### src/rtl/fsgnj_pkg.sv
// fsgnj_pkg: op encodings, canonical NaN, NaN-box mask and sign-selection helper for fsgnj_pipe
package fsgnj_pkg;
    localparam logic [1:0] OP_SGNJ = 2'b00;
    localparam logic [1:0] OP_SGNJN = 2'b01;
    localparam logic [1:0] OP_SGNJX = 2'b10;
    localparam logic [1:0] OP_ILL = 2'b11;
    localparam logic [31:0] CANON_NAN_S = 32'h7FC00000;
    localparam logic [63:0] NANBOX_MASK = 64'hFFFFFFFF_00000000;

    function automatic logic inj_sign(logic [1:0] op, logic s1, logic s2);
        return (op == OP_SGNJX) ? s1 ^ s2 : s2 ^ (op == OP_SGNJN);
    endfunction
endpackage

### src/rtl/fsgnj_if.sv
// fsgnj_if: request/result handshake bundle for fsgnj_pipe
interface fsgnj_if #(parameter int FLEN = 32);
    logic in_valid;
    logic in_ready;
    logic [FLEN-1:0] rs1;
    logic [FLEN-1:0] rs2;
    logic [1:0] op;
    logic fmt;
    logic out_valid;
    logic out_ready;
    logic [FLEN-1:0] out_data;
    logic out_err;

    modport master (output in_valid, rs1, rs2, op, fmt, out_ready,
                    input in_ready, out_valid, out_data, out_err);
    modport slave (input in_valid, rs1, rs2, op, fmt, out_ready,
                   output in_ready, out_valid, out_data, out_err);
endinterface

### src/rtl/fsgnj_stage.sv
// fsgnj_stage: one elastic register slice holding valid, data and err
module fsgnj_stage #(parameter int W = 32) (
    input  logic         CLK,
    input  logic         RST,
    input  logic         EN,
    input  logic         in_valid,
    output logic         in_ready,
    input  logic [W-1:0] in_data,
    input  logic         in_err,
    output logic         out_valid,
    input  logic         out_ready,
    output logic [W-1:0] out_data,
    output logic         out_err
);
    assign in_ready = !out_valid || out_ready;

    // load when empty or draining; EN low freezes the slice
    always_ff @(posedge CLK) begin
        if (RST) begin
            out_valid <= 1'b0;
            out_data <= '0;
            out_err <= 1'b0;
        end else if (EN && in_ready) begin
            out_valid <= in_valid;
            if (in_valid) begin
                out_data <= in_data;
                out_err <= in_err;
            end
        end
    end
endmodule

### src/rtl/fsgnj_pipe.sv
// fsgnj_pipe: pipelined FSGNJ/FSGNJN/FSGNJX unit; FSGNJ_NANBOX_EN adds single-precision NaN-boxing at FLEN=64
module fsgnj_pipe import fsgnj_pkg::*; #(
    parameter int FLEN = 32,
    parameter int STAGES = 1
) (
    input logic CLK,
    input logic RST,
    input logic EN,
    fsgnj_if.slave bus
);
    logic illegal;
    logic [FLEN-1:0] flat;
    logic [FLEN-1:0] res;
    logic [FLEN-1:0] unused_bits;

    assign illegal = bus.op == OP_ILL;
    assign flat = {inj_sign(bus.op, bus.rs1[FLEN-1], bus.rs2[FLEN-1]), bus.rs1[FLEN-2:0]};
    assign unused_bits = {bus.fmt, bus.rs2[FLEN-2:0]};

`ifdef FSGNJ_NANBOX_EN
    if (FLEN == 64) begin : g_box
        logic [31:0] a;
        logic sb;
        // single ops unbox each operand (improper boxes become canonical NaN) and rebox the result
        always_comb begin
            a = ((bus.rs1 & NANBOX_MASK) == NANBOX_MASK) ? bus.rs1[31:0] : CANON_NAN_S;
            sb = ((bus.rs2 & NANBOX_MASK) == NANBOX_MASK) ? bus.rs2[31] : CANON_NAN_S[31];
            res = illegal ? '0 : bus.fmt ? flat : NANBOX_MASK | {32'b0, inj_sign(bus.op, a[31], sb), a[30:0]};
        end
    end else begin : g_flat
        assign res = illegal ? '0 : flat;
    end
`else
    assign res = illegal ? '0 : flat;
`endif

    logic v [STAGES+1];
    logic r [STAGES+1];
    logic e [STAGES+1];
    logic [FLEN-1:0] d [STAGES+1];

    assign v[0] = bus.in_valid;
    assign d[0] = res;
    assign e[0] = illegal;
    assign r[STAGES] = bus.out_ready;

    for (genvar k = 0; k < STAGES; k++) begin : g_stage
        fsgnj_stage #(.W(FLEN)) u_stage (
            .CLK(CLK), .RST(RST), .EN(EN),
            .in_valid(v[k]), .in_ready(r[k]), .in_data(d[k]), .in_err(e[k]),
            .out_valid(v[k+1]), .out_ready(r[k+1]), .out_data(d[k+1]), .out_err(e[k+1])
        );
    end

    assign bus.in_ready = EN && r[0];
    assign bus.out_valid = EN && v[STAGES];
    assign bus.out_data = d[STAGES];
    assign bus.out_err = e[STAGES];
endmodule

### src/flat_wrapper.sv
// flat-port wrapper written by rule: the top's interface ports become plain ports
module fsgnj_pipe_flat import fsgnj_pkg::*;
#(
    parameter int FLEN = 32,
    parameter int STAGES = 1
)
  (CLK, RST, EN, bus_in_valid, bus_rs1, bus_rs2, bus_op, bus_fmt, bus_out_ready, bus_in_ready, bus_out_valid, bus_out_data, bus_out_err);
  fsgnj_if #(.FLEN(FLEN)) bus_i ();
  input logic CLK;
  input logic RST;
  input logic EN;
  input wire logic [$bits(bus_i.in_valid)-1:0] bus_in_valid;
  input wire logic [$bits(bus_i.rs1)-1:0] bus_rs1;
  input wire logic [$bits(bus_i.rs2)-1:0] bus_rs2;
  input wire logic [$bits(bus_i.op)-1:0] bus_op;
  input wire logic [$bits(bus_i.fmt)-1:0] bus_fmt;
  input wire logic [$bits(bus_i.out_ready)-1:0] bus_out_ready;
  output wire logic [$bits(bus_i.in_ready)-1:0] bus_in_ready;
  output wire logic [$bits(bus_i.out_valid)-1:0] bus_out_valid;
  output wire logic [$bits(bus_i.out_data)-1:0] bus_out_data;
  output wire logic [$bits(bus_i.out_err)-1:0] bus_out_err;
  assign bus_i.in_valid = bus_in_valid;
  assign bus_i.rs1 = bus_rs1;
  assign bus_i.rs2 = bus_rs2;
  assign bus_i.op = bus_op;
  assign bus_i.fmt = bus_fmt;
  assign bus_i.out_ready = bus_out_ready;
  assign bus_in_ready = bus_i.in_ready;
  assign bus_out_valid = bus_i.out_valid;
  assign bus_out_data = bus_i.out_data;
  assign bus_out_err = bus_i.out_err;
  fsgnj_pipe #(.FLEN(FLEN), .STAGES(STAGES)) u_core (.CLK(CLK), .RST(RST), .EN(EN), .bus(bus_i));
endmodule
### config.mk
export PLATFORM = sky130hd
export DESIGN_NAME = fsgnj_pipe_flat
export DESIGN_NICKNAME = d
export VERILOG_FILES = /design/src/rtl/fsgnj_pkg.sv /design/src/rtl/fsgnj_if.sv /design/src/rtl/fsgnj_stage.sv /design/src/rtl/fsgnj_pipe.sv /design/src/flat_wrapper.sv
export SDC_FILE = /design/constraint.sdc
export NUM_CORES = 1
export LEC_CHECK = 0
export CORE_MARGIN = 4
export CORE_UTILIZATION = 34
export DETAILED_ROUTE_END_ITERATION = 8
export MAX_ROUTING_LAYER = met4
export PLACE_DENSITY = 0.88
export REMOVE_ABC_BUFFERS = 1
export SYNTH_ARGS = -nofsm -noshare
export SYNTH_HDL_FRONTEND = slang
export SYNTH_SLANG_ARGS = --single-unit
export TNS_END_PERCENT = 100
### constraint.sdc
create_clock -name CLK -period 1.4 [get_ports CLK]
set_input_delay 0.28 -clock CLK [delete_from_list [all_inputs] [get_ports CLK]]
set_output_delay 0.28 -clock CLK [all_outputs]
set_load 0.01 [all_outputs]
==> Word-level counts from Yosys, hierarchy flattened <==
Cells that the tools add are included.
{ "totals": {"regBits": 34, "input_bits": 72, "output_inout_bits": 35, "elab_cells": 15} }
{ "op_classes": {"eq_ne": 3, "muxes": 2, "bitwise_logic": 2, "reduce_logical": 5} }
{ "ops": {"columns": ["op", "n"], "rows": [
  ["$mux 32", 1],
  ["$eq 2x2->1 const B", 2],
  ["$eq 2x1->1 const B", 1],
  ["$logic_and 1x1->1", 2],
  ["$reduce_and 2->1", 1],
  ["$xor 1x1->1", 2],
  ["$logic_not 1->1", 1],
  ["$logic_or 1x1->1", 1],
  ["$mux 1", 1]
]} }

==> Logic depth before layout (Yosys ltp) <==
Gate-level depths: netlist of the first run.
{ "depth": {"depth_word": 4, "depth_mapped": 5} }

==> Hierarchy <==
A second synthesis of the first run with hierarchy kept.
{ "hier_totals": {"hier_cells": 192, "area_unflattened_um2": 1924.3} }
{ "by_module_without_submodules": {"columns": ["module", "instances", "cells_each", "area_per_inst_um2", "seq_area_each_um2"], "rows": [
  ["fsgnj_stage", 1, 150, 1569.0, 680.7],
  ["fsgnj_pipe", 1, 42, 355.3, 0.0]
]} }

==> Worst setup path after synthesis of the first run <==
OpenSTA, ideal clock, no wires.
{ "synth_timing": {"path_type": "in2reg", "start": "in bus_out_ready", "end": "reg u_core.g_stage[0].u_stage.out_err", "arrival_time_ps": 916, "slack_ps": 396, "path_stages": 4, "cell_sequence": "nand2b_1 buf_2 and2_4 a311oi_2"} }
{ "synth_via": {"elab_chain_cells": 3} }
{ "synth_lines": {"columns": ["element", "line_no", "rtl"], "rows": [
  ["start, declared", "flat_wrapper.sv:17", "input wire logic [$bits(bus_i.out_ready)-1:0] bus_out_ready;"],
  ["$logic_or 1x1->1", "fsgnj_stage.sv:15", "assign in_ready = !out_valid || out_ready;"],
  ["$logic_and 1x1->1", null, null],
  ["via bus_in_ready", "flat_wrapper.sv:18", "output wire logic [$bits(bus_i.in_ready)-1:0] bus_in_ready;"],
  ["$reduce_and 2->1 (no source line)", null, null],
  ["end signal, assigned", "fsgnj_stage.sv:27", "out_err <= in_err;"],
  ["end, declared", "fsgnj_stage.sv:13", "output logic out_err"]
]} }
The timed path passes the listed nets, and every way through them passes these cells.
A chain may end at the register's enable or synchronous reset.

==> Worst setup path after layout of the first run <==
{ "layout_timing": {"start": "reg u_core.g_stage[0].u_stage.out_valid", "end": "out bus_out_valid"} }
{ "layout_via": {"elab_chain_cells": 1} }
{ "layout_lines": {"columns": ["element", "line_no", "rtl"], "rows": [
  ["start, declared", "fsgnj_stage.sv:10", "output logic out_valid,"],
  ["start signal, assigned", "fsgnj_stage.sv:24", "out_valid <= in_valid;"],
  ["$logic_and 1x1->1", "fsgnj_pipe.sv:56", "assign bus.out_valid = EN && v[STAGES];"],
  ["end, declared", "flat_wrapper.sv:19", "output wire logic [$bits(bus_i.out_valid)-1:0] bus_out_valid;"]
]} }
Every way passes these cells.

==> results.py, run 1 <==
metrics = {
    "status": {
        "status": "finished clean",
    },
    "layout": {
        "final_nets": 311,
        "antenna_cells": 0,
        "syn2layout_area_growth_pct": 59.17,
        "fillCellCount": 386,
        "post-route-util_pct": 56.98,
        "drive_above_1_share_pct": 10.83,
    },
    "clocking": {
        "ctsResizeCount": 44,
        "cts_made_buffers": 5,
        "clk_latency_ns": 0.28,
        "cts_buffer_depth": 2,
        "clk_pin_slew_ns": 0.07,
        "clockRootBuffer": "clkbuf_8",
        "cts_sinks": 34,
        "cts.htree.levels": 2,
        "ctsHoldBuffers": 0,
        "post_cts_buffers": 0,
        "cts_tree": "yes",
    },
    "worst_setup_path": {
        "end_kind": "primary output",
        "start_kind": "flop",
        "worst-path-buf-inv": 1,
        "critPathSlowestCell": "dfxtp_1",
        "path_max_fanout": 4,
        "timing_worst_setup_path_type": "flop to primary output",
        "cp.arrival_ns": 1.04,
        "path_cells": "and2_1, clkdlybuf4s15_2",
        "critPathMaxStageDelay_ns": 0.40,
        "crit_required_ns": 1.12,
        "crit_family": "flip-flops",
    },
    "die": {
        "io_pins": 107,
        "core_mm2": 0.004058,
        "fp.dieArea_mm2": 0.005382,
        "die_x_um": 73.37,
        "rows": 23,
        "start_util_pct": 35.80,
        "die_height_um": 73.37,
    },
    "global_route": {
        "grt_max_degree": 35,
        "grt_pass1_vias": 1513,
        "grt_first_pass_wirelength_um": 6720,
        "grt_overflow": 0,
        "gr-usage-all-layers_pct": 16.21,
        "grt_antenna_before_repair": 0,
    },
    "synthesis": {
        "yosysTopAreaCell": "dfxtp_1",
        "ys_seq_area_share_pct": 46.86,
        "synth.area.top_cells": "dfxtp_1 47%, nand4_1 13%, a21oi_1 12%",
        "syn_area_mm2": 0.001453,
        "synth-warning-count": 0,
        "synth_top_area_share_pct": 46.86,
        "synthCells": 166,
        "synth_seq_cells": 34,
        "synth_cell_type_count": 22,
        "synth_area_per_cell_um2": 8.751,
    },
    "timing": {
        "finalHoldViolCount": 0,
        "tightest_slew_ns": 0.3525,
        "post-route-period-util_pct": 94.49,
        "relSlewSlack_pct": 76.50,
        "post-route-min-period_ns": 1.323,
        "setup_slack_ns": 0.07708,
        "fmax_ghz": 0.7559,
        "grt_setup_unrepaired": "false",
        "finClkSkew_ns": 0.004161,
        "setup_violations": 0,
        "report.final.slew_viol_count": 0,
    },
    "detailed_routing": {
        "avgViaCountPerCell": 5.359,
        "drt_iter0_drc": 79,
        "routed-via-count": 1554,
        "dr.pass1.iters": 6,
        "wire_per_inst_um": 14.47,
        "finalWirelength_um": 4196,
        "post-route-drc-count": 0,
        "ant_nets": 0,
    },
    "place": {
        "gp_congestion": 0.7287,
        "dp_hpwl_um": 2906,
        "detailedPlace.worstSlack_ns": -0.4371,
        "portBuffers": 74,
    },
    "power": {
        "power_mw": 2.150,
        "vdd_ir_drop_max_mv": 0.5741,
        "power_density_mw_per_mm2": 929.6,
        "p_leak_nw": 0.9614,
    },
    "hold_path": {
        "hp-class": "flop to flop",
    },
    "flow_run": {
        "maxCapViolations": 0,
    },
}
-- worst min-delay path, cell delays in order, from the launching register on --
cell	delay (ns)
dfxtp_1	0.31
o21ai_0	0.06
a21oi_1	0.06
-- kinds of logic (layout without fill, tap and decap cells) --
kind of cell,Yosys count,after routing,synth area share [%]
AOI/OAI and AO/OA,69,69,24.81
DFF,34,34,46.86
buffers and inverters,21,95,10.25
and+or+nand+nor,41,41,17.49
xor gates and xnor gates,1,1,0.6030
-- Yosys cell counts, drive strengths merged --
cell and number:
nand4 31, o21ai 32, clkbuf 7, nor2 1, and2b 1, nand2b 1, xor2 1, nor2b 1
a21oi 34, and2 3, dfxtp 34, nand3 1, a311oi 1, buf 14, nand2 2, a21boi 1
o31ai 1
-- cell usage in the layout (no fill, tap or decap), drive strengths merged --
cell,instances
a21boi,1
a21oi,34
a311oi,1
and2,3
and2b,1
buf,14
clkbuf,7
clkdlybuf4s15,1
clkdlybuf4s50,37
clkinv,1
dfxtp,34
dlygate4sd2,35
nand2,2
nand2b,1
nand3,1
nand4,31
nor2,1
nor2b,1
o21ai,32
o31ai,1
xor2,1
-- path summary, 6_finish.rpt --
path / cells past startpoint / from / endpoint / slack, ns
worst max register to register: 4 / u_core.g_stage[0].u_stage.out_valid / u_core.g_stage[0].u_stage.out_err / 0.17
worst max-delay path: 2 / u_core.g_stage[0].u_stage.out_valid / bus_out_valid / 0.08
worst min register to register: 2 / u_core.g_stage[0].u_stage.out_data[13] / u_core.g_stage[0].u_stage.out_data[13] / 0.47
worst min-delay path: 2 / u_core.g_stage[0].u_stage.out_data[13] / u_core.g_stage[0].u_stage.out_data[13] / 0.47
-- sequential cells by signal, indices dropped and copies added, names as in the netlist --
| register | flops |
|---|---|
| u_core.g_stage.u_stage.out_valid | 1 |
| u_core.g_stage.u_stage.out_data | 32 |
| u_core.g_stage.u_stage.out_err | 1 |
-- where the power goes --
| part | switching, mW | internal, mW | total (mW) |
|---|---|---|---|
| registers | 0.0194 | 1.01 | 1.03 |
| logic | 0.174 | 0.218 | 0.392 |
| clock network | 0.333 | 0.396 | 0.729 |
-- stage by stage --
stage / hold WS (ns) / instances / TNS [ns] / instance area (µm²)
after floorplan: 0.3479 / 145 / -0.2085 / 1304
after global placement: 0.4580 / 282 / -7.272 / 2255
after detailed placement: 0.4641 / 282 / -7.944 / 2255
after CTS: 0.4720 / 290 / 0 / 2312
after global routing: 0.4932 / 290 / 0 / 2312
final: 0.4702 / 290 / 0 / 2312
-- metal layers --
metal	track usage [%]	routed length [µm]	share of wire, %	vias to the layer above
met5	-	0	0	-
met4	4.829	38	0.91	0
met3	4.104	390	9.3	5
met2	27.61	2031	48	71
met1	18.74	1735	41	717
li1	-	-	-	761
-- area by class of cell --
cell class	count	area, µm²	area share (%)
clock buffers	7	86.33	3.734
clock inverters	1	5.005	0.2164
multi-input cells	111	630.6	27.27
flip-flops and latches	34	680.7	29.44
well taps	50	62.56	2.706
repair buffers	87	847.1	36.63
Power figures use the tool's default switching activity.
==> run 2, diff against run 1 <==
--- a/config.mk
+++ b/config.mk
@@ -8,4 +8,5 @@
 export CORE_MARGIN = 4
 export CORE_UTILIZATION = 34
+export CTS_CLUSTER_DIAMETER = 30
 export DETAILED_ROUTE_END_ITERATION = 8
 export MAX_ROUTING_LAYER = met4
==> constraint.sdc (replaced) <==
create_clock -name CLK -period 1.4 [get_ports CLK]
set_input_delay 0.35 -clock CLK [delete_from_list [all_inputs] [get_ports CLK]]
set_output_delay 0.35 -clock CLK [all_outputs]
set_load 0.01 [all_outputs]
==> run 2 against run 1 <==
Compared with the run above: clock-buffer cell count fell by 2; critical endpoint is now bus_in_ready; final area rose by 0.92%; utilization is 0.52 points higher; first-iteration DRC count up 52%; highest routed layer unchanged; largest cell class unchanged.
==> results.py, run 2 (synthesized netlist as in run 1, its figures left out) <==
metrics = {
    "layout": {
        "post-route-util_pct": 57.51,
        "fin_cells": 294,
        "drive_above_1_share_pct": 12.70,
        "fillCellCount": 393,
        "mostFrequentLayoutCells": "36 x clkdlybuf4s50_1, 35 x dlygate4sd2_1, 34 x a21oi_1, 33 x dfxtp_1, 31 x nand4_1",
        "antenna_cells": 0,
        "final_common_cell": "clkdlybuf4s50_1",
        "regMostFlops": "u_core.g_stage.u_stage.out_data",
        "final_area_mm2": 0.002333,
        "final_nets": 316,
        "reg_top3": "u_core.g_stage.u_stage.out_data x32, u_core.g_stage.u_stage.out_err x1, u_core.g_stage.u_stage.out_valid x1",
        "syn2layout_area_growth_pct": 60.64,
        "largest_reg_flops": 32,
    },
    "power": {
        "p_clk_share_pct": 31.6,
        "p_sw_share_pct": 25.05,
        "p_leak_nw": 0.9885,
        "power_mw": 2.090,
        "p_switching_mw": 0.5234,
        "vdd_ir_drop_max_mv": 0.3469,
        "p_comb_share_pct": 19.1,
        "internal_power_mw": 1.566,
        "seqPwrFrac_pct": 49.3,
        "power_density_mw_per_mm2": 895.5,
    },
    "timing": {
        "finalHoldViolCount": 0,
        "fmax_ghz": 0.7322,
        "relSlewSlack_pct": 76.17,
        "tightest_slew_ns": 0.3575,
        "finClkSkew_ns": 0.001482,
        "report.final.slew_viol_count": 0,
        "grt_setup_unrepaired": "false",
        "post-route-min-period_ns": 1.366,
        "setup_violations": 0,
        "post-route-period-util_pct": 97.56,
    },
    "clocking": {
        "cts.htree.levels": 2,
        "cts_sinks": 34,
        "clockRootBuffer": "clkbuf_8",
        "ctsHoldBuffers": 0,
        "cts_buffer_depth": 2,
        "cts_made_buffers": 5,
        "cts_tree": "yes",
        "clk_pin_slew_ns": 0.07,
        "clk_latency_ns": 0.27,
    },
    "worst_setup_path": {
        "cp.arrival_ns": 1.02,
        "timing_worst_setup_path_type": "input port to primary output",
        "path_max_fanout": 3,
        "r2r_cells": 5,
        "path_cells": "dlygate4sd2_1, nand2b_4, and2_4, buf_2",
        "critPathSlowestCell": "dlygate4sd2_1",
        "start_kind": "input port",
        "critPathMaxStageDelay_ns": 0.25,
        "crit_required_ns": 1.05,
        "end_kind": "primary output",
    },
    "global_route": {
        "grt_overflow": 0,
        "grt_pass1_vias": 1534,
        "grt_antenna_before_repair": 0,
        "grt_max_degree": 35,
        "grt_first_pass_wirelength_um": 6941,
        "gr-usage-all-layers_pct": 16.46,
    },
    "place": {
        "dpl_cell_area_mm2": 0.002277,
        "gp_congestion": 0.7305,
        "portBuffers": 74,
        "dp_hpwl_um": 3002,
        "numPlacedInstances": 285,
    },
    "die": {
        "fp.dieArea_mm2": 0.005382,
        "core_mm2": 0.004058,
        "rows": 23,
        "die_x_um": 73.37,
        "start_util_pct": 35.80,
        "die_height_um": 73.37,
        "io_pins": 107,
    },
    "detailed_routing": {
        "drt_iter0_drc": 120,
        "ant_nets": 0,
        "wire_per_inst_um": 14.49,
        "avgViaCountPerCell": 5.299,
        "dr.pass1.iters": 5,
        "post-route-drc-count": 0,
        "routed-via-count": 1558,
        "finalWirelength_um": 4260,
    },
    "hold_path": {
        "whs_path_depth": 2,
        "hp-class": "input port to flop",
    },
    "flow_run": {
        "maxCapViolations": 0,
    },
    "status": {
        "status": "finished clean",
    },
}
-- run 2: power groups by stage --
stage | Sequential [mW] | Clock [mW] | Combinational, mW
2_1_floorplan | 1.07 | 0 | 0.111
3_3_place_gp | 1.05 | 0 | 0.421
3_5_place_dp | 1.05 | 0 | 0.427
4_1_cts | 1.03 | 0.682 | 0.399
5_1_grt | 1.03 | 0.734 | 0.433
6_report | 1.03 | 0.660 | 0.400
-- run 2: critical path: cells and delay by family --
family | cells | cell delay (ns)
AND/OR/NAND/NOR | 2 | 0.29
buffers and inverters | 2 | 0.38
-- run 2: final timing paths --
kind,from,endpoint,slack [ns]
max reg2reg,u_core.g_stage[0].u_stage.out_valid,u_core.g_stage[0].u_stage.out_data[9],0.20
max,bus_out_ready,bus_in_ready,0.03
min reg2reg,u_core.g_stage[0].u_stage.out_data[6],u_core.g_stage[0].u_stage.out_data[6],0.47
min,bus_in_valid,u_core.g_stage[0].u_stage.out_err,0.41
-- run 2: metal layers --
metal  global-route usage [%]  wire (µm)  part of all wire [%]
met1                    20.13       1779                    42
met2                    27.81       2093                    49
met3                    3.420        374                   8.8
met4                    3.823         13                  0.31
met5                        -          0                     0
-- run 2: area by class of cell --
cell class	instances	area, µm²	share of cell area, %
flip-flops and latches	34	681.9	29.22
clock inverters	2	10.01	0.4290
repair buffers	91	872.1	37.37
clock buffers	5	68.82	2.949
well taps	50	62.56	2.681
multi-input cells	112	638.1	27.35
-- run 2: timing repair --
item,4_1_cts,5_1_grt
gates resized for setup,42,2
gates cloned,0,1
endpoints found under the setup margin,57,12
pin swaps,0,1
setup buffers,0,1
-- run 2: metrics by stage --
step                TNS [ns]  worst slack (ns)  hold slack [ns]
floorplan            -0.4784           -0.2459           0.4179
finish                     0           0.03417           0.4051
global route               0          0.006705           0.4145
CTS                        0          0.004451           0.4746
detailed placement    -11.40           -0.5805           0.4638
global placement      -10.44           -0.5752           0.4547
==> run 3, diff against run 2 <==
MAX_ROUTING_LAYER = unset   (was met4)
==> run 3 against run 2 <==
Compared with the run above: register-to-register slack is essentially flat; combinational power is essentially flat; hold slack is essentially flat; worst setup slack is essentially flat; critical endpoint unchanged.
==> results.py, run 3 (synthesized netlist as in run 1, its figures left out) <==
metrics = {
    "status": {
        "status": "finished clean",
    },
    "layout": {
        "fillCellCount": 393,
        "multi_input_area_um2": 638.1,
        "antenna_cells": 0,
        "reg_top3": "u_core.g_stage.u_stage.out_data x32, u_core.g_stage.u_stage.out_err x1, u_core.g_stage.u_stage.out_valid x1",
        "mostFrequentLayoutCells": "36 x clkdlybuf4s50_1, 35 x dlygate4sd2_1, 34 x a21oi_1, 33 x dfxtp_1, 31 x nand4_1",
        "seq_area_um2": 681.9,
        "drive_above_1_share_pct": 12.70,
        "final_common_cell": "clkdlybuf4s50_1",
        "largest_reg_flops": 32,
        "final_nets": 316,
        "fin_cells": 294,
        "regMostFlops": "u_core.g_stage.u_stage.out_data",
        "syn2layout_area_growth_pct": 60.64,
        "post-route-util_pct": 57.51,
        "final_area_mm2": 0.002333,
    },
    "timing": {
        "finClkSkew_ns": 0.002048,
        "setup_violations": 0,
        "grt_setup_unrepaired": "false",
        "relSlewSlack_pct": 75.93,
        "tightest_slew_ns": 0.3610,
        "report.final.slew_viol_count": 0,
        "post-route-min-period_ns": 1.366,
        "post-route-period-util_pct": 97.57,
        "fmax_ghz": 0.7321,
        "finalHoldViolCount": 0,
    },
    "detailed_routing": {
        "wire_per_inst_um": 14.53,
        "dr.pass1.iters": 4,
        "drt_iter0_drc": 129,
        "post-route-drc-count": 0,
        "routed-via-count": 1559,
        "finalWirelength_um": 4273,
        "avgViaCountPerCell": 5.303,
        "ant_nets": 0,
    },
    "die": {
        "start_util_pct": 35.80,
        "io_pins": 107,
        "rows": 23,
        "die_height_um": 73.37,
        "core_mm2": 0.004058,
        "die_x_um": 73.37,
        "fp.dieArea_mm2": 0.005382,
    },
    "power": {
        "internal_power_mw": 1.566,
        "vdd_ir_drop_max_mv": 0.3502,
        "p_leak_nw": 0.9885,
        "p_sw_share_pct": 25.08,
        "p_switching_mw": 0.5243,
        "power_density_mw_per_mm2": 895.9,
        "p_clk_share_pct": 31.6,
        "seqPwrFrac_pct": 49.2,
        "p_comb_share_pct": 19.2,
    },
    "global_route": {
        "grt_max_degree": 35,
        "grt_first_pass_wirelength_um": 6920,
        "grt_overflow": 0,
        "gr-usage-all-layers_pct": 15.97,
        "grt_pass1_vias": 1535,
        "grt_antenna_before_repair": 0,
    },
    "clocking": {
        "cts_made_buffers": 5,
        "cts_sinks": 34,
        "cts.htree.levels": 2,
        "cts_buffer_depth": 2,
        "clockRootBuffer": "clkbuf_8",
        "cts_tree": "yes",
        "clk_latency_ns": 0.27,
        "clk_pin_slew_ns": 0.06,
        "ctsHoldBuffers": 0,
    },
    "worst_setup_path": {
        "crit_family": "buffers and inverters",
        "end_kind": "primary output",
        "cp.arrival_ns": 1.02,
        "path_max_fanout": 3,
        "critPathSlowestCell": "dlygate4sd2_1",
        "path_cells": "dlygate4sd2_1, nand2b_4, and2_4, buf_2",
        "worst-path-buf-inv": 2,
        "crit_required_ns": 1.05,
        "critPathMaxStageDelay_ns": 0.25,
        "start_kind": "input port",
        "timing_worst_setup_path_type": "input port to primary output",
    },
    "place": {
        "numPlacedInstances": 285,
        "portBuffers": 74,
        "dpl_cell_area_mm2": 0.002277,
        "gp_congestion": 0.7220,
        "dp_hpwl_um": 3002,
    },
    "flow_run": {
        "maxCapViolations": 0,
    },
    "hold_path": {
        "hp-class": "input port to flop",
    },
}
-- run 3: cell counts in the layout (fill, tap and decap cells not counted) --
Identical to the previous run, type by type.
-- run 3: layout make-up --
type,count,area share (%)
timing repair buffer,91,37.37
sequential,34,29.22
multi-input combinational,112,27.35
clock buffer,5,2.949
tap,50,2.681
clock inverter,2,0.4290
-- run 3: path summary, 6_finish.rpt --
path	startpoint	endpoint	slack, ns	cells past startpoint
hold reg to reg	u_core.g_stage[0].u_stage.out_data[6]	u_core.g_stage[0].u_stage.out_data[6]	0.47	2
setup / recovery	bus_out_ready	bus_in_ready	0.03	4
hold / removal	bus_in_valid	u_core.g_stage[0].u_stage.out_err	0.41	2
setup reg to reg	u_core.g_stage[0].u_stage.out_valid	u_core.g_stage[0].u_stage.out_data[2]	0.20	5
-- run 3: repair_timing --
item,4_1_cts,5_1_grt
resized for setup,42,2
endpoints found under the hold margin,0,0
pin swaps,0,1
setup buffers,0,1
endpoints found under the setup margin,57,12
cloned,0,1
-- run 3: stage by stage --
stage	setup slack (ns)	hold slack (ns)	TNS, ns	total power, mW
6_report	0.03404	0.4054	0	2.091
5_1_grt	0.006705	0.4162	0	2.198
4_1_cts	0.004451	0.4746	0	2.110
3_5_place_dp	-0.5805	0.4638	-11.40	1.478
3_3_place_gp	-0.5752	0.4547	-10.44	1.471
2_1_floorplan	-0.2459	0.4179	-0.4784	1.179
-- run 3: power groups by stage --
stage	combinational, mW	sequential, mW	clock (mW)
final	0.400	1.03	0.661
after global routing	0.433	1.03	0.731
after CTS	0.399	1.03	0.682
after detailed placement	0.427	1.05	0
after global placement	0.421	1.05	0
after floorplan	0.111	1.07	0
-- run 3: routing by layer --
layer | vias to the layer above | global-route usage, % | part of all wire [%] | wire length, µm
met5 | - | 0 | 0 | 0
li1 | 775 | - | - | -
met1 | 724 | 20.05 | 43 | 1831
met3 | 2 | 3.420 | 7.3 | 314
met2 | 58 | 27.81 | 49 | 2114
met4 | 0 | 3.823 | 0.30 | 13
==> variant 1 (config.mk and constraints of run 3) <==
`FLEN` is set to 32 in 3 places; all go to 64.
--- a/src/rtl/fsgnj_if.sv
+++ b/src/rtl/fsgnj_if.sv
@@ -1,3 +1,3 @@
 // fsgnj_if: request/result handshake bundle for fsgnj_pipe
-interface fsgnj_if #(parameter int FLEN = 32);
+interface fsgnj_if #(parameter int FLEN = 64);
     logic in_valid;
--- a/src/rtl/fsgnj_pipe.sv
+++ b/src/rtl/fsgnj_pipe.sv
@@ -2,3 +2,3 @@
 module fsgnj_pipe import fsgnj_pkg::*; #(
-    parameter int FLEN = 32,
+    parameter int FLEN = 64,
     parameter int STAGES = 1
--- a/src/flat_wrapper.sv
+++ b/src/flat_wrapper.sv
@@ -3,3 +3,3 @@
 #(
-    parameter int FLEN = 32,
+    parameter int FLEN = 64,
     parameter int STAGES = 1
Ports: changed (resized bus_out_data, bus_rs1 and bus_rs2); port bits go from 107 to 203. No check against the original RTL was run, so the function may have changed too.
==> variant 1 against run 3 <==
  * Sequential cell count increased by 32
  * Routed wire length increased by 110%
  * Setup slack improved by 0.011 ns
  * Register-to-register slack got worse by 0.08 ns
  * Combinational power increased by 81%
  * Cell count increased by 85%
  * Synthesized area increased by 85%
  * First-iteration DRC count decreased by 16%
  * Design area increased by 85%
  * Total power increased by 100%
==> variant 1: results (changes against run 3) <==
* Place WS at -0.580 ns (+0.000956 ns)
* First-pass GRT wire length at 14.5 mm (+110%)
* Switching share of power at 24.4% (-0.70 points)
* Top Registers: u_core.g_stage.u_stage.out_data (64), u_core.g_stage.u_stage.out_err (1), u_core.g_stage.u_stage.out_valid (1)
* Clk root buf: clkbuf_8
* H-tree levels at 3 (+1)
* Largest net degree at the start of global routing at 67 (+91%)
* Mapped cell area at 2690 um2 (+85%)
* Clock Tree Buf Depth at 2 (unchanged)
* Post-Place Cell Area at 4190 um2 (+84%)
* P_leak at 1.78 nW (+80%)
* Routed vias/inst at 5.45 (+2.8%)
* Placer Congestion at 0.718 (-0.61%)
* Worst skew pair latency at 0.33 ns (+0.06 ns)
* Setup Skew at 0.00615 ns (+0.00411 ns)
* Total CTS buffers at 9 (+4)
* Post-synth top cells: a21oi_1, dfxtp_1, o21ai_1
* Share of cells above drive strength 1 at 9.07% (-3.6 points)
* CP peak stage delay at 0.37 ns (+0.12 ns)
* Iter 0 DRT Violations at 108 (-16%)
* Critical path arrival at 1.01 ns
* Yosys warning count at 0 (unchanged)
* Vias in the first global route at 3,003 (+96%)
* Detailed-route wire length per cell at 16.2 um (+12%)
* Reg clk slew, reported paths at 0.07 ns
* TritonRoute pass-1 iters at 5 (+1)
* Nets at 574 (+82%)
* Total track usage at 18.5% (+2.5 points)
* Hold Path Class: primary input to register
* Crit Path Max Fanout at 4 (+1)
* IO buf count at 138 (+86%)
* Post-synthesis sequential area ratio at 49.1% (+2.2 points)
* CP max-delay cell: dfxtp_4
* Filler instances at 719 (+83%)
* HPWL after detailed placement at 6.11 mm (+100%)
* Predominant post-synthesis flop cell: dfxtp_1
* GRT Residual Overflow at 0 (unchanged)
* Top area cells in the synthesized netlist: dfxtp_1, nand4_1, a21oi_1
* Maximum VDD drop at 0.595 mV (+70%)
* Async S/R FF share, synth at 0% (unchanged)
* Outcome: complete, no violations
* Cell variety after synth at 20 (-9.1%)
* Slew HR at 80.1% (+4.2 points)
* Inserted Diodes at 0 (unchanged)
* Antenna violations before repair at 0 (unchanged)
* Layout Cells excl Fill at 543 (+85%)
* Placed cells at 528 (+85%)
* Syn_area_per_cell at 8.58 um2 (-2.0%)
variant 1: cell count changes in the layout (fill, tap and decap cells not counted), sizes merged:
cell,delta
nand4,+32
clkdlybuf4s50,+32
and2,-1
o21ai,+32
dlygate4sd2,+32
buf,+1
clkdlybuf4s15,-1
bufinv,+1
dfxtp,+32
clkbuf,+6
dlymetal6s2s,-1
a21oi,+32
variant 1: layout make-up:
| type | count | area, um2 | share of cell area [%] |
|---|---|---|---|
| clock buffers | 11 | 151 | 3.50 |
| clock inverters | 3 | 40.0 | 0.925 |
| multi-input cells | 207 | 1150 | 26.6 |
| flip-flops and latches | 66 | 1330 | 30.6 |
| well taps | 102 | 128 | 2.95 |
| repair buffers | 154 | 1530 | 35.4 |
variant 1: logic make-up (layout without fill, tap and decap cells):
| family | Yosys count | after routing | synth area share, % |
|---|---|---|---|
| buffers and inverters | 41 | 168 | 8.74 |
| flip-flops | 66 | 66 | 49.1 |
| AO/OA/AOI/OAI | 133 | 133 | 25.0 |
| AND/OR/NAND/NOR | 73 | 73 | 16.8 |
| XOR/XNOR | 1 | 1 | 0.325 |
variant 1: timing repair:
item,4_1_cts,5_1_grt
setup buffers,0,1
setup endpoints to repair,133,1
gates cloned,0,0
gates resized for setup,83,0
pin swaps,1,0
variant 1: routing by layer:
layer	GRT usage, %	vias up	wire, um	part of all wire (%)
li1	-	1428	-	-
met1	21.2	1406	3500	40
met2	31.7	108	4650	53
met3	5.19	19	501	5.7
met4	8.32	0	164	1.9
met5	0	-	0	0
variant 1: path summary, 6_finish.rpt:
check                                                           start                                                   to  slack, ns  cells after the start
setup / recovery     u_core.g_stage[0].u_stage.out_valid$_SDFFE_PP0P_                                         bus_in_ready       0.04                      3
hold reg to reg   u_core.g_stage[0].u_stage.out_data[30]$_SDFFE_PP0P_  u_core.g_stage[0].u_stage.out_data[30]$_SDFFE_PP0P_       0.48                      2
setup reg to reg     u_core.g_stage[0].u_stage.out_valid$_SDFFE_PP0P_  u_core.g_stage[0].u_stage.out_data[63]$_SDFFE_PP0P_       0.12                      5
hold / removal                                                    RST  u_core.g_stage[0].u_stage.out_data[45]$_SDFFE_PP0P_       0.36                      2
variant 1: power by group through the flow:
stage               clock [W]  sequential (W)  combinational [W]
floorplan                   0         0.00207           0.000202
global placement            0         0.00204           0.000753
detailed placement          0         0.00204           0.000769
CTS                   0.00163         0.00200           0.000724
global route          0.00168         0.00200           0.000783
finish                0.00156         0.00200           0.000725
variant 1: worst max-delay path, delay by kind of cell (launching register included):
| family | cells | cell delay (ns) |
|---|---|---|
| and+or+nand+nor | 2 | 0.19 |
| DFF | 1 | 0.37 |
| buffers and inverters | 1 | 0.11 |
==> variant 2 (settings of run 3) <==
Without the edit above. Reset style: asynchronous (`RST`), changed in one clocked block.
--- a/src/rtl/fsgnj_stage.sv
+++ b/src/rtl/fsgnj_stage.sv
@@ -17,3 +17,3 @@
     // load when empty or draining; EN low freezes the slice
-    always_ff @(posedge CLK) begin
+    always_ff @(posedge CLK or posedge RST) begin
         if (RST) begin
Function: differs if RST is asserted again (counterexample within 4 cycles, from zero or initial values and one cycle with RST high); with RST held inactive, the same outputs for 10 cycles.
==> variant 2 against run 3 <==
  * The run now ends with negative setup slack left
  * Register-to-register slack worse by 0.22 ns
  * Sequential cell count unchanged
  * Total power up 35%
  * First-iteration DRC count down 85%
  * Routed wire length down 19%
  * Synthesized area down 11%
  * Count of clock-buffer cells in the layout up 2
  * Sequential share of layout area up 8.8 points
  * Design area down 4.0%
  * Setup slack worse by 0.093 ns
  * Fmax down 6.4%
  * Critical path type is now register to output pin
  * Sequential power up 19%
  * Clock skew up 0.0028 ns
==> variant 2: results (changes against run 3) <==
* Outcome: complete, but fails checks
* Violated checks: negative setup slack
* Clock Tree Buf Depth at 2 (unchanged)
* Slew HR at 86.4% (+10 points)
* Final WL at 3.47 mm (-19%)
* Top Registers: u_core.g_stage.u_stage.out_data (32), u_core.g_stage.u_stage.out_err (1), u_core.g_stage.u_stage.out_valid (1)
* Predominant post-synthesis flop cell: dfrtp_1
* Final worst setup slack at -0.0586 ns (-0.0927 ns)
* Routed vias/inst at 4.81 (-9.2%)
* Critical path arrival at 1.11 ns (+0.09 ns)
* P_leak at 1.10 nW (+12%)
* IO buf count at 74 (unchanged)
* First-pass GRT wire length at 5.40 mm (-22%)
* Placer Congestion at 0.839 (+16%)
* Clk root buf: clkbuf_8
* Worst skew pair latency at 0.28 ns
* Largest net degree at the start of global routing at 35 (unchanged)
* Place WS at -0.546 ns (+0.0341 ns)
* TritonRoute pass-1 iters at 4 (unchanged)
* Antenna violations before repair at 0 (unchanged)
* Crit Path Max Fanout at 3 (unchanged)
* Maximum VDD drop at 0.787 mV (+120%)
* Total CTS buffers at 5 (unchanged)
* Setup Skew at 0.00489 ns (+0.00284 ns)
* Async S/R FF share, synth at 100% (+100 points)
* Total track usage at 14.1% (-1.8 points)
* Nets at 249 (-21%)
* Hold Path Class: primary input to asynchronous set/reset pin
* Iter 0 DRT Violations at 19 (-85%)
* Cell variety after synth at 17 (-23%)
* Post-synth top cells: dfrtp_1, a22o_1, buf_6, inv_1, buf_2
* Reg clk slew, reported paths at 0.07 ns
* Inserted Diodes at 0 (unchanged)
* Total internal power at 0.00211 W (+35%)
* Post-synthesis sequential area ratio at 65.5% (+19 points)
* Share of cells above drive strength 1 at 13.5% (+0.78 points)
* Worst Setup SP: u_core.g_stage[0].u_stage.out_valid$_DFFE_PP0P_
* Yosys warning count at 0 (unchanged)
* H-tree levels at 2 (unchanged)
* Syn Inst Count at 90 (-46%)
* Vias in the first global route at 1,078 (-30%)
* Top area cells in the synthesized netlist: dfrtp_1, a22o_1, buf_6
* HPWL after detailed placement at 2.65 mm (-12%)
* Final setup fails at 31 (+31)
[variant 2: cell families after synthesis]
logic type / after synthesis / share of synthesized area, %
AO/OA/AOI/OAI: 36 / 23.4
XOR/XNOR: 1 / 0.674
buffers and inverters: 11 / 5.78
flip-flops: 34 / 65.5
AND/OR/NAND/NOR: 8 / 4.62
[variant 2: what timing repair did]
item,CTS,global route
setup endpoints to repair,35,2
pin swaps,0,1
buffers inserted,1,3
gates resized for setup,44,1
[variant 2: per-stage QoR]
step	instance area [um2]	utilization [%]	cells	TNS (ns)
2_1_floorplan	1240	-	83	-7.10
3_3_place_gp	2140	58.1	214	-8.90
3_5_place_dp	2140	58.1	214	-9.64
4_1_cts	2220	60.2	223	-0.0611
5_1_grt	2240	60.7	226	-1.67
6_report	2240	60.7	226	-0.453
[variant 2: critical path: stages (launching register included)]
cell,delay (ns)
dfrtp_1,0.40
buf_6,0.13
nand2b_4,0.06
and2_4,0.14
buf_6,0.09
[variant 2: power groups by stage]
stage | combinational [W] | clock, W | sequential, W
detailed placement | 0.000826 | 0 | 0.00126
floorplan | 0.000206 | 0 | 0.00133
global placement | 0.000803 | 0 | 0.00125
global route | 0.000778 | 0.000912 | 0.00126
finish | 0.000724 | 0.000856 | 0.00123
CTS | 0.000726 | 0.000876 | 0.00124
[variant 2: final timing paths]
| check | endpoint | slack, ns | depth (start not counted) |
|---|---|---|---|
| setup / recovery | bus_in_ready | -0.06 | 4 |
| hold / removal | u_core.g_stage[0].u_stage.out_data[24]$_DFFE_PP0P_ | 0.43 | 3 |
| setup reg to reg | u_core.g_stage[0].u_stage.out_data[21]$_DFFE_PP0P_ | -0.02 | 7 |
| hold reg to reg | u_core.g_stage[0].u_stage.out_data[2]$_DFFE_PP0P_ | 0.50 | 1 |
| max in group asynchronous | u_core.g_stage[0].u_stage.out_data[13]$_DFFE_PP0P_ | 0.80 | 3 |
| min in group CLK | u_core.g_stage[0].u_stage.out_data[2]$_DFFE_PP0P_ | 0.50 | 1 |
[variant 2: cell type report]
class                   count  area [um2]
multi-input cells          45         375
flip-flops and latches     34         851
fillers                   315        1450
repair buffers             87         832
inverters                   4        15.0
clock inverters             1        30.0
well taps                  48        60.1
clock buffers               7        76.3
[variant 2: metal layers]
metal	vias up	GRT usage, %	wire length (um)
met5	-	0	0
met4	0	3.83	38
met3	5	7.10	318
met2	50	24.1	1770
met1	522	15.5	1340
li1	511	-	-
